### src/rtl/pp_pipeline_accel_mul_arbiter.sv
// pp_pipeline_accel_mul_arbiter: round-robin sharing of one pipelined 12u x 9s multiplier
// Ports:
//   ap_clk, ap_rst_n                      clock, asynchronous active-low reset
//   req_valid, req_ready, req_a, req_b    per-requester operand handshake, slice i = requester i
//   mul_ce, mul_din0, mul_din1, mul_dout  external ce-gated multiplier, MUL_LAT cycles din->dout
//   rsp_valid, rsp_ready, rsp_id, rsp_data  product stream tagged with the issuing requester
//   inflight, busy                        occupancy of the shadow pipe, activity flag
module pp_pipeline_accel_mul_arbiter #(
    parameter int NUM_REQ = 4,
    parameter int ID_W    = 2,
    parameter int MUL_LAT = 3
) (
    input  logic                  ap_clk,
    input  logic                  ap_rst_n,
    input  logic [NUM_REQ-1:0]    req_valid,
    output logic [NUM_REQ-1:0]    req_ready,
    input  logic [NUM_REQ*12-1:0] req_a,
    input  logic [NUM_REQ*9-1:0]  req_b,
    output logic                  mul_ce,
    output logic [11:0]           mul_din0,
    output logic [8:0]            mul_din1,
    input  logic [20:0]           mul_dout,
    output logic                  rsp_valid,
    input  logic                  rsp_ready,
    output logic [ID_W-1:0]       rsp_id,
    output logic [20:0]           rsp_data,
    output logic [1:0]            inflight,
    output logic                  busy
);
    logic [ID_W-1:0]    ptr;
    logic [ID_W-1:0]    grant_idx;
    logic [ID_W-1:0]    cand;
    logic [ID_W:0]      sum;
    logic               found;
    logic               adv;
    logic               xfer;
    logic [MUL_LAT-1:0] vld;
    logic [ID_W-1:0]    ids [MUL_LAT];

    // A held response freezes both the multiplier and the shadow pipe in lockstep.
    assign adv    = !(rsp_valid && !rsp_ready);
    assign mul_ce = adv;

    // Scan offsets from high to low so the requester closest to ptr is assigned last and wins.
    always_comb begin
        grant_idx = '0;
        found     = 1'b0;
        sum       = '0;
        cand      = '0;
        for (int k = NUM_REQ - 1; k >= 0; k--) begin
            sum  = {1'b0, ptr} + (ID_W+1)'(k);
            cand = (sum >= (ID_W+1)'(NUM_REQ)) ? ID_W'(sum - (ID_W+1)'(NUM_REQ)) : sum[ID_W-1:0];
            if (req_valid[cand]) begin
                found     = 1'b1;
                grant_idx = cand;
            end
        end
    end

    assign xfer      = adv && found;
    assign req_ready = xfer ? (NUM_REQ'(1) << grant_idx) : '0;
    assign mul_din0  = xfer ? req_a[grant_idx*12 +: 12] : '0;
    assign mul_din1  = xfer ? req_b[grant_idx*9 +: 9] : '0;

    always_ff @(posedge ap_clk or negedge ap_rst_n) begin
        if (!ap_rst_n) begin
            ptr      <= '0;
            vld      <= '0;
            inflight <= '0;
        end else if (adv) begin
            vld      <= {vld[MUL_LAT-2:0], xfer};
            inflight <= inflight + 2'(xfer) - 2'(rsp_valid && rsp_ready);
            if (xfer)
                ptr <= (grant_idx == ID_W'(NUM_REQ - 1)) ? '0 : grant_idx + 1'b1;
        end
    end

    // Ids need no reset: a stale id is always masked by its vld bit.
    always_ff @(posedge ap_clk) begin
        if (adv) begin
            ids[0] <= grant_idx;
            for (int k = 1; k < MUL_LAT; k++)
                ids[k] <= ids[k-1];
        end
    end

    assign rsp_valid = vld[MUL_LAT-1];
    assign rsp_id    = ids[MUL_LAT-1];
    assign rsp_data  = mul_dout;
    assign busy      = |req_valid || inflight != 2'd0;
endmodule

### config.mk
export PLATFORM = sky130hd
export DESIGN_NAME = pp_pipeline_accel_mul_arbiter
export DESIGN_NICKNAME = d
export VERILOG_FILES = /design/src/rtl/pp_pipeline_accel_mul_arbiter.sv
export SDC_FILE = /design/constraint.sdc
export NUM_CORES = 1
export LEC_CHECK = 0
export BUFFER_PORTS_ARGS = -buffer_cell sky130_fd_sc_hd__buf_2
export CAP_MARGIN = 25
export CORE_MARGIN = 2
export CORE_UTILIZATION = 32
export CTS_CLUSTER_DIAMETER = 100
export CTS_CLUSTER_SIZE = 28
export DETAILED_ROUTE_END_ITERATION = 16
export GPL_TIMING_DRIVEN = 0
export PLACE_DENSITY = 0.79
export SETUP_SLACK_MARGIN = 0.1
export SYNTH_ARGS = -nofsm -noshare
export SYNTH_HDL_FRONTEND = slang
export SYNTH_SLANG_ARGS = --single-unit
### constraint.sdc
create_clock -name ap_clk -period 2 [get_ports ap_clk]
set_clock_uncertainty 0.15 [all_clocks]
set_input_delay 0.4 -clock ap_clk [delete_from_list [all_inputs] [get_ports ap_clk]]
set_output_delay 0.4 -clock ap_clk [all_outputs]
set_load 0.02 [all_outputs]
==> results of run 1 <==
power by group through the flow:
stage	registers, uW	logic, uW	clock network, uW
5_1_grt	462	3140	254
3_3_place_gp	439	2100	0
4_1_cts	446	2480	240
6_report	454	2990	237
3_5_place_dp	444	2130	0
2_1_floorplan	464	1630	0
per-layer routing:
layer	share of wire	wire length (um)	vias up	global-route usage
met5	0	0	-	0
met4	0.016	98	0	0.0370
met3	0.051	303	10	0.0387
met2	0.57	3390	92	0.355
met1	0.37	2200	867	0.209
li1	-	-	873	-
cell type report:
type | instances | area [um2] | area share
sequential | 13 | 357 | 0.106
timing repair buffer | 157 | 1020 | 0.301
buffer | 33 | 343 | 0.102
clock buffer | 4 | 45.0 | 0.0133
multi-input combinational | 104 | 1510 | 0.448
tap | 54 | 67.6 | 0.0200
inverter | 6 | 35.0 | 0.0104
cell families (layout without fill, tap and decap cells):
logic type	Yosys count	count (layout)	share of synthesized area
adder cells (fa/ha/maj)	6	6	0.0494
multiplexers	44	44	0.291
XOR/XNOR	2	2	0.0115
AO/OA/AOI/OAI	27	27	0.119
flip-flops	13	13	0.234
AND/OR/NAND/NOR	25	25	0.0815
buffers and inverters	39	200	0.213
worst paths after layout:
kind                            slack, ps      start          end  cells after the start
worst min-delay path                  270  ids[0][0]    ids[0][2]                      0
worst max register to register        -10     vld[2]  inflight[0]                      9
worst min register to register        270  ids[0][0]    ids[0][2]                      0
min in group asynchronous             410   ap_rst_n       vld[0]                      2
max in group asynchronous            1120   ap_rst_n       ptr[1]                      2
worst max-delay path                 -570     ptr[1]  mul_din0[3]                      8
metrics by stage:
stage | std cells | util | setup TNS (ps) | setup slack [ps] | power [uW]
2_1_floorplan | 156 | - | -1620 | -74.4 | 2100
3_3_place_gp | 353 | 0.569 | -9220 | -411 | 2540
3_5_place_dp | 353 | 0.569 | -10060 | -444 | 2580
4_1_cts | 363 | 0.636 | -12890 | -558 | 3170
5_1_grt | 371 | 0.724 | -15450 | -656 | 3860
6_report | 371 | 0.724 | -13360 | -573 | 3680
cell usage in the layout, fill, tap and decap left out, types with 2 or more instances in the layout:
cell and n:
nand2_2 2, nand2b_4 2, edfxtp_1 6, and3_4 4, ha_4 4, nand2_1 7, mux2i_2 8, mux2i_1 11
clkbuf_8 4, buf_6 24, nand2b_1 2, o22ai_2 10, clkbuf_4 2, buf_12 5, o22ai_4 11, clkbuf_16 4
buf_4 30, nor2_1 2, mux2_2 2, inv_1 3, ha_2 2, buf_2 122, mux2i_4 23, dfrtp_1 6
sequential cells by signal (all words and copies together), names as in the netlist:
register and cells:
ids 6, ptr 2, inflight 2, vld 3
worst max-delay path, stage by stage, from the launching register on:
cell and delay, ps:
dfrtp_2 440, nand2_1 80, nor2_1 50, a311oi_2 270, buf_6 220, buf_12 190
mux2i_2 250, o22ai_2 100, buf_2 170
repair_timing:
item / in CTS / in global routing
setup buffers: 4 / 5
endpoints found under the hold margin: 7 / 0
gates cloned: 1 / 3
pin swaps: 1 / 17
gates resized for setup: 45 / 65
hold buffers: 1 / 0
setup endpoints to repair: 27 / 30
==> metrics.csv, run 1 <==
stage,metric,value,unit
run_status,outcome,"complete, but fails checks",
run_status,failing checks,setup timing,
place,routability cong.,0.771,
synthesis,synthesized area per cell,9.74,um2
clocking,TritonCTS buffer count,3,
synthesis,synthesized area,1520,um2
floorplan,Initial Util,0.326,
place,Area after DPL,2650,um2
global_route,initial antenna violation count,0,
timing,RSZ-0062 raised after global routing,yes,
detailed_routing,via count,1842,
timing,Final Max Slew Viols,0,
synthesis,"EDFF count, synth",6,
clocking,TritonCTS clock tree,done,
power_and_ir_drop,VDD IR max,695,uV
synthesis,most common cell in the netlist,mux2i_1,
detailed_routing,Routed Antenna Nets,0,
timing,final count of negative-setup-slack endpoints,27,
power_and_ir_drop,Combinational Power Share,0.812,
clocking,Clock Tree Buf Depth,2,
power_and_ir_drop,Net Sw Frac,0.421,
timing,fmax,389,MHz
synthesis,Synth warnings,0,
layout,area delta synth->final,122,%
global_route,GRT overflow,0,
setup_path,crit start category,flip-flop,
synthesis,ys async rst share,0.538,
power_and_ir_drop,Flop pwr share,0.123,
layout,# fillers,322,
layout,antenna fix cells,0,
timing,Max-Slew Margin vs Limit,0.840,
clocking,clk_lat worst skew,250,ps
global_route,Total Routing Usage GR,0.185,
layout,fin area,3370,um2
synthesis,Yosys top cell by area,mux2i_1,
setup_path,CP Max Fanout,10,
floorplan,num ports,165,
detailed_routing,initial DRC count,49,
floorplan,die area,5320,um2
floorplan,die width,72.9,um
global_route,largest net degree at the start of global routing,17,
timing,Fin. Hold Viols,0,
detailed_routing,vias per std cell,4.96,
synthesis,Post-Syn Nets,274,
layout,proportion of layout cells with a drive suffix above 1,0.855,
detailed_routing,post-route DRC violation count,0,
clocking,H-tree depth,1,
synthesis,register area share after synthesis,0.234,
floorplan,Die H,72.9,um
timing,Worst-Margin Slew,239,ps
setup_path,Crit. End Element,primary output,
synthesis,Area contributors post-synth,"mux2i_1 28%, buf_4 12%, edfxtp_1 12%",
timing,Final Critical Period,2570,ps
power_and_ir_drop,Clock power frac,0.064,
place,count of input and output buffers,143,
synthesis,post-synthesis register bit count,13,
global_route,global-route wire length before repair,7.60,mm
flow_run,# Max-Cap Violations,0,
setup_path,worst path required time,1450,ps
min_path,Hold WC Path Type,flip-flop to flip-flop,
timing,period utilisation layout,1.29,
clocking,Root Buffer Master,clkbuf_8,
power_and_ir_drop,switching pwr,1550,uW
floorplan,Rows,25,
power_and_ir_drop,cell area power density,1090,nW/um2
synthesis,share of the synthesized area in the top cell type,0.277,
place,Post-DP HPWL,4.12,mm
clocking,clock sinks,13,
synthesis,Synth Instances,156,
layout,nets,436,
timing,post-route setup slack,-573,ps
synthesis,Synth cell types,29,
synthesis,Synth Flop Type,dfrtp_1,
detailed_routing,drt wl/cell,16.1,um
global_route,vias in the first global route,1682,
timing,final hold slack,268,ps
setup_path,critical path class,flip-flop to primary output,
floorplan,area of the core,4660,um2
clocking,clk slew on worst S/H paths,50,ps
synthesis,Commonest cells post-synth,"42 x mux2i_1, 24 x buf_4, 21 x o22ai_1, 9 x nand2_1, 7 x dfrtp_1",
power_and_ir_drop,cell internal pwr,2130,uW
detailed_routing,Routed WL,5.99,mm
power_and_ir_drop,Leakage,0.00152,uW
setup_path,CP arrival,2020,ps
detailed_routing,Pre-antenna DRT Iters,4,
(Power assumes the default switching activity.)
==> inputs of run 2 (changes only) <==
--- a/config.mk
+++ b/config.mk
@@ -15,6 +15,7 @@
 export GPL_TIMING_DRIVEN = 0
 export PLACE_DENSITY = 0.79
 export SETUP_SLACK_MARGIN = 0.1
+export SKIP_CTS_REPAIR_TIMING = 1
 export SYNTH_ARGS = -nofsm -noshare
 export SYNTH_HDL_FRONTEND = slang
 export SYNTH_SLANG_ARGS = --single-unit
==> run 2 against run 1 <==
Against the previous run:
- the flow still finishes with violations (setup timing)
- wire length shrank 15%
- via count shrank 4.2%
- power shrank 17%
- critical path type unchanged
- setup slack gained 8.6 ps
- utilization shrank 9.9 points
- global-route usage shrank 2.2 points
- critical path depth is the same
- largest cell class unchanged
- register-to-register slack gained 160 ps
- flip-flop and latch count is the same
==> metrics.csv, run 2 (synthesis gave the netlist of run 1 again) <==
stage,metric,value,unit,change
timing,fmax,390,MHz,was 389 MHz
power_and_ir_drop,Clock power frac,0.075,,was 0.064
min_path,Hold WC Path Type,flip-flop to flip-flop,,unchanged
timing,Final Max Slew Viols,0,,unchanged
clocking,clk_lat worst skew,240,ps,was 250 ps
setup_path,"setup slack, reg-to-reg",150,ps,was -10 ps
run_status,failing checks,setup timing,,unchanged
detailed_routing,vias per std cell,4.85,,was 4.96
timing,RSZ-0062 raised after global routing,yes,,unchanged
detailed_routing,Routed WL,5.11,mm,was 5.99 mm
place,count of input and output buffers,143,,unchanged
timing,Worst-Margin Slew,333,ps,was 239 ps
layout,max reg flops,6,,unchanged
floorplan,Initial Util,0.326,,unchanged
setup_path,Crit. End Element,primary output,,unchanged
layout,proportion of layout cells with a drive suffix above 1,0.794,,was 0.855
timing,final count of negative-setup-slack endpoints,25,,was 27
floorplan,Rows,25,,unchanged
timing,post-route setup slack,-564,ps,was -573 ps
global_route,largest net degree at the start of global routing,17,,unchanged
setup_path,CP arrival,2010,ps,was 2020 ps
setup_path,r2r startpoint,vld[2],,unchanged
flow_run,# Max-Cap Violations,0,,unchanged
detailed_routing,drt wl/cell,14.0,um,was 16.1 um
place,Post-DP HPWL,4.12,mm,unchanged
clocking,TritonCTS clock tree,done,,unchanged
clocking,H-tree depth,1,,unchanged
layout,"commonest non-fill, non-tap cell in the layout",buf_2,,unchanged
run_status,outcome,"complete, but fails checks",,unchanged
layout,"non-filler cells, final",364,,was 371
timing,Max-Slew Margin vs Limit,0.778,,was 0.840
power_and_ir_drop,Combinational Power Share,0.779,,was 0.812
setup_path,worst path required time,1450,ps,about the same
detailed_routing,via count,1764,,was 1842
power_and_ir_drop,cell internal pwr,1730,uW,was 2130 uW
clocking,TritonCTS buffer count,3,,unchanged
power_and_ir_drop,cell area power density,1050,nW/um2,was 1090 nW/um2
timing,period utilisation layout,1.28,,was 1.29
global_route,Total Routing Usage GR,0.163,,was 0.185
place,routability cong.,0.771,,unchanged
setup_path,RR Endpoint,inflight[1],,was inflight[0]
power_and_ir_drop,VDD IR max,443,uV,was 695 uV
detailed_routing,initial DRC count,60,,was 49
setup_path,Worst Reg2Reg Path Length in Cells,9,,unchanged
floorplan,num ports,165,,unchanged
global_route,GRT overflow,0,,unchanged
detailed_routing,Routed Antenna Nets,0,,unchanged
power_and_ir_drop,Leakage,0.00142,uW,was 0.00152 uW
layout,Biggest register,ids,,unchanged
layout,nets,429,,was 436
layout,# fillers,390,,was 322
floorplan,die width,72.9,um,unchanged
clocking,clk slew on worst S/H paths,50,ps,about the same
layout,fin area,2910,um2,was 3370 um2
min_path,Worst Hold Path Cells,0,,unchanged
timing,Final Critical Period,2560,ps,was 2570 ps
global_route,vias in the first global route,1545,,was 1682
clocking,clock sinks,13,,unchanged
detailed_routing,post-route DRC violation count,0,,unchanged
power_and_ir_drop,Flop pwr share,0.146,,was 0.123
global_route,initial antenna violation count,0,,unchanged
layout,area delta synth->final,91.6,%,was 122%
floorplan,Die H,72.9,um,unchanged
place,Cells after DPL,353,,unchanged
clocking,Root Buffer Master,clkbuf_8,,unchanged
layout,biggest regs,"ids: 6 flops, vld: 3 flops",,unchanged
clocking,Clock Tree Buf Depth,2,,unchanged
floorplan,area of the core,4660,um2,unchanged
power_and_ir_drop,switching pwr,1330,uW,was 1550 uW
setup_path,crit start category,flip-flop,,unchanged
layout,"commonest cells after routing, fill and taps aside","125 x buf_2, 44 x buf_4, 19 x mux2i_1",,"was 122 x buf_2, 30 x buf_4, 24 x buf_6"
global_route,global-route wire length before repair,6.78,mm,was 7.60 mm
layout,antenna fix cells,0,,unchanged
min_path,Worst Hold Endpoint,ids[0][2],,unchanged
power_and_ir_drop,Net Sw Frac,0.434,,was 0.421
floorplan,die area,5320,um2,unchanged
timing,Fin. Hold Viols,0,,unchanged
setup_path,CP Max Fanout,12,,was 10
min_path,worst min-delay path startpoint,ids[0][0],,unchanged
setup_path,critical path class,flip-flop to primary output,,unchanged
place,Area after DPL,2650,um2,unchanged
power_and_ir_drop,total power,3060,uW,was 3680 uW
detailed_routing,Pre-antenna DRT Iters,4,,unchanged
-- run 2: critical path, cell delays in order (launching register included) --
cell,delay [ps]
dfrtp_1,430
nand2b_1,150
a21oi_2,60
a311oi_2,210
buf_6,200
buf_12,180
mux2i_2,280
o22ai_4,100
buf_4,160
-- run 2: layer usage --
layer,track usage,share of wire
met1,0.185,0.35
met5,0,0
met3,0.0401,0.062
met2,0.305,0.58
met4,0.0370,0.0078
-- run 2: through the flow --
stage	setup TNS (ps)	setup slack [ps]	utilization	hold WS [ps]
after global placement	-9220	-411	0.569	95.5
after detailed placement	-10060	-444	0.569	95.0
after CTS	-14630	-624	0.578	-169
after floorplan	-1620	-74.4	-	-45.6
after global routing	-15700	-654	0.625	274
final	-13570	-564	0.625	268
-- run 2: area by class of cell --
cell class	count	area, um2	area share
well taps	54	67.6	0.0232
clock buffers	4	45.0	0.0155
plain buffers	33	313	0.107
repair buffers	150	827	0.284
multi-input cells	104	1280	0.439
inverters	6	25.0	0.00859
flip-flops and latches	13	355	0.122
-- run 2: power by group through the flow --
stage	registers [uW]	clock network (uW)	logic, uW
floorplan	464	0	1630
global placement	439	0	2100
detailed placement	444	0	2130
CTS	440	240	2140
global route	456	255	2530
finish	446	230	2380
-- run 2: how the worst max path moves through the flow --
stage                             from           end  slack, ps
after detailed placement  req_valid[3]   mul_din1[1]       -440
after global routing            ptr[1]   mul_din0[6]       -650
after floorplan                 ptr[1]  mul_din0[10]        -70
after global placement    req_valid[3]   mul_din1[1]       -410
final                           ptr[1]   mul_din1[6]       -560
after CTS                       ptr[1]   mul_din1[4]       -620
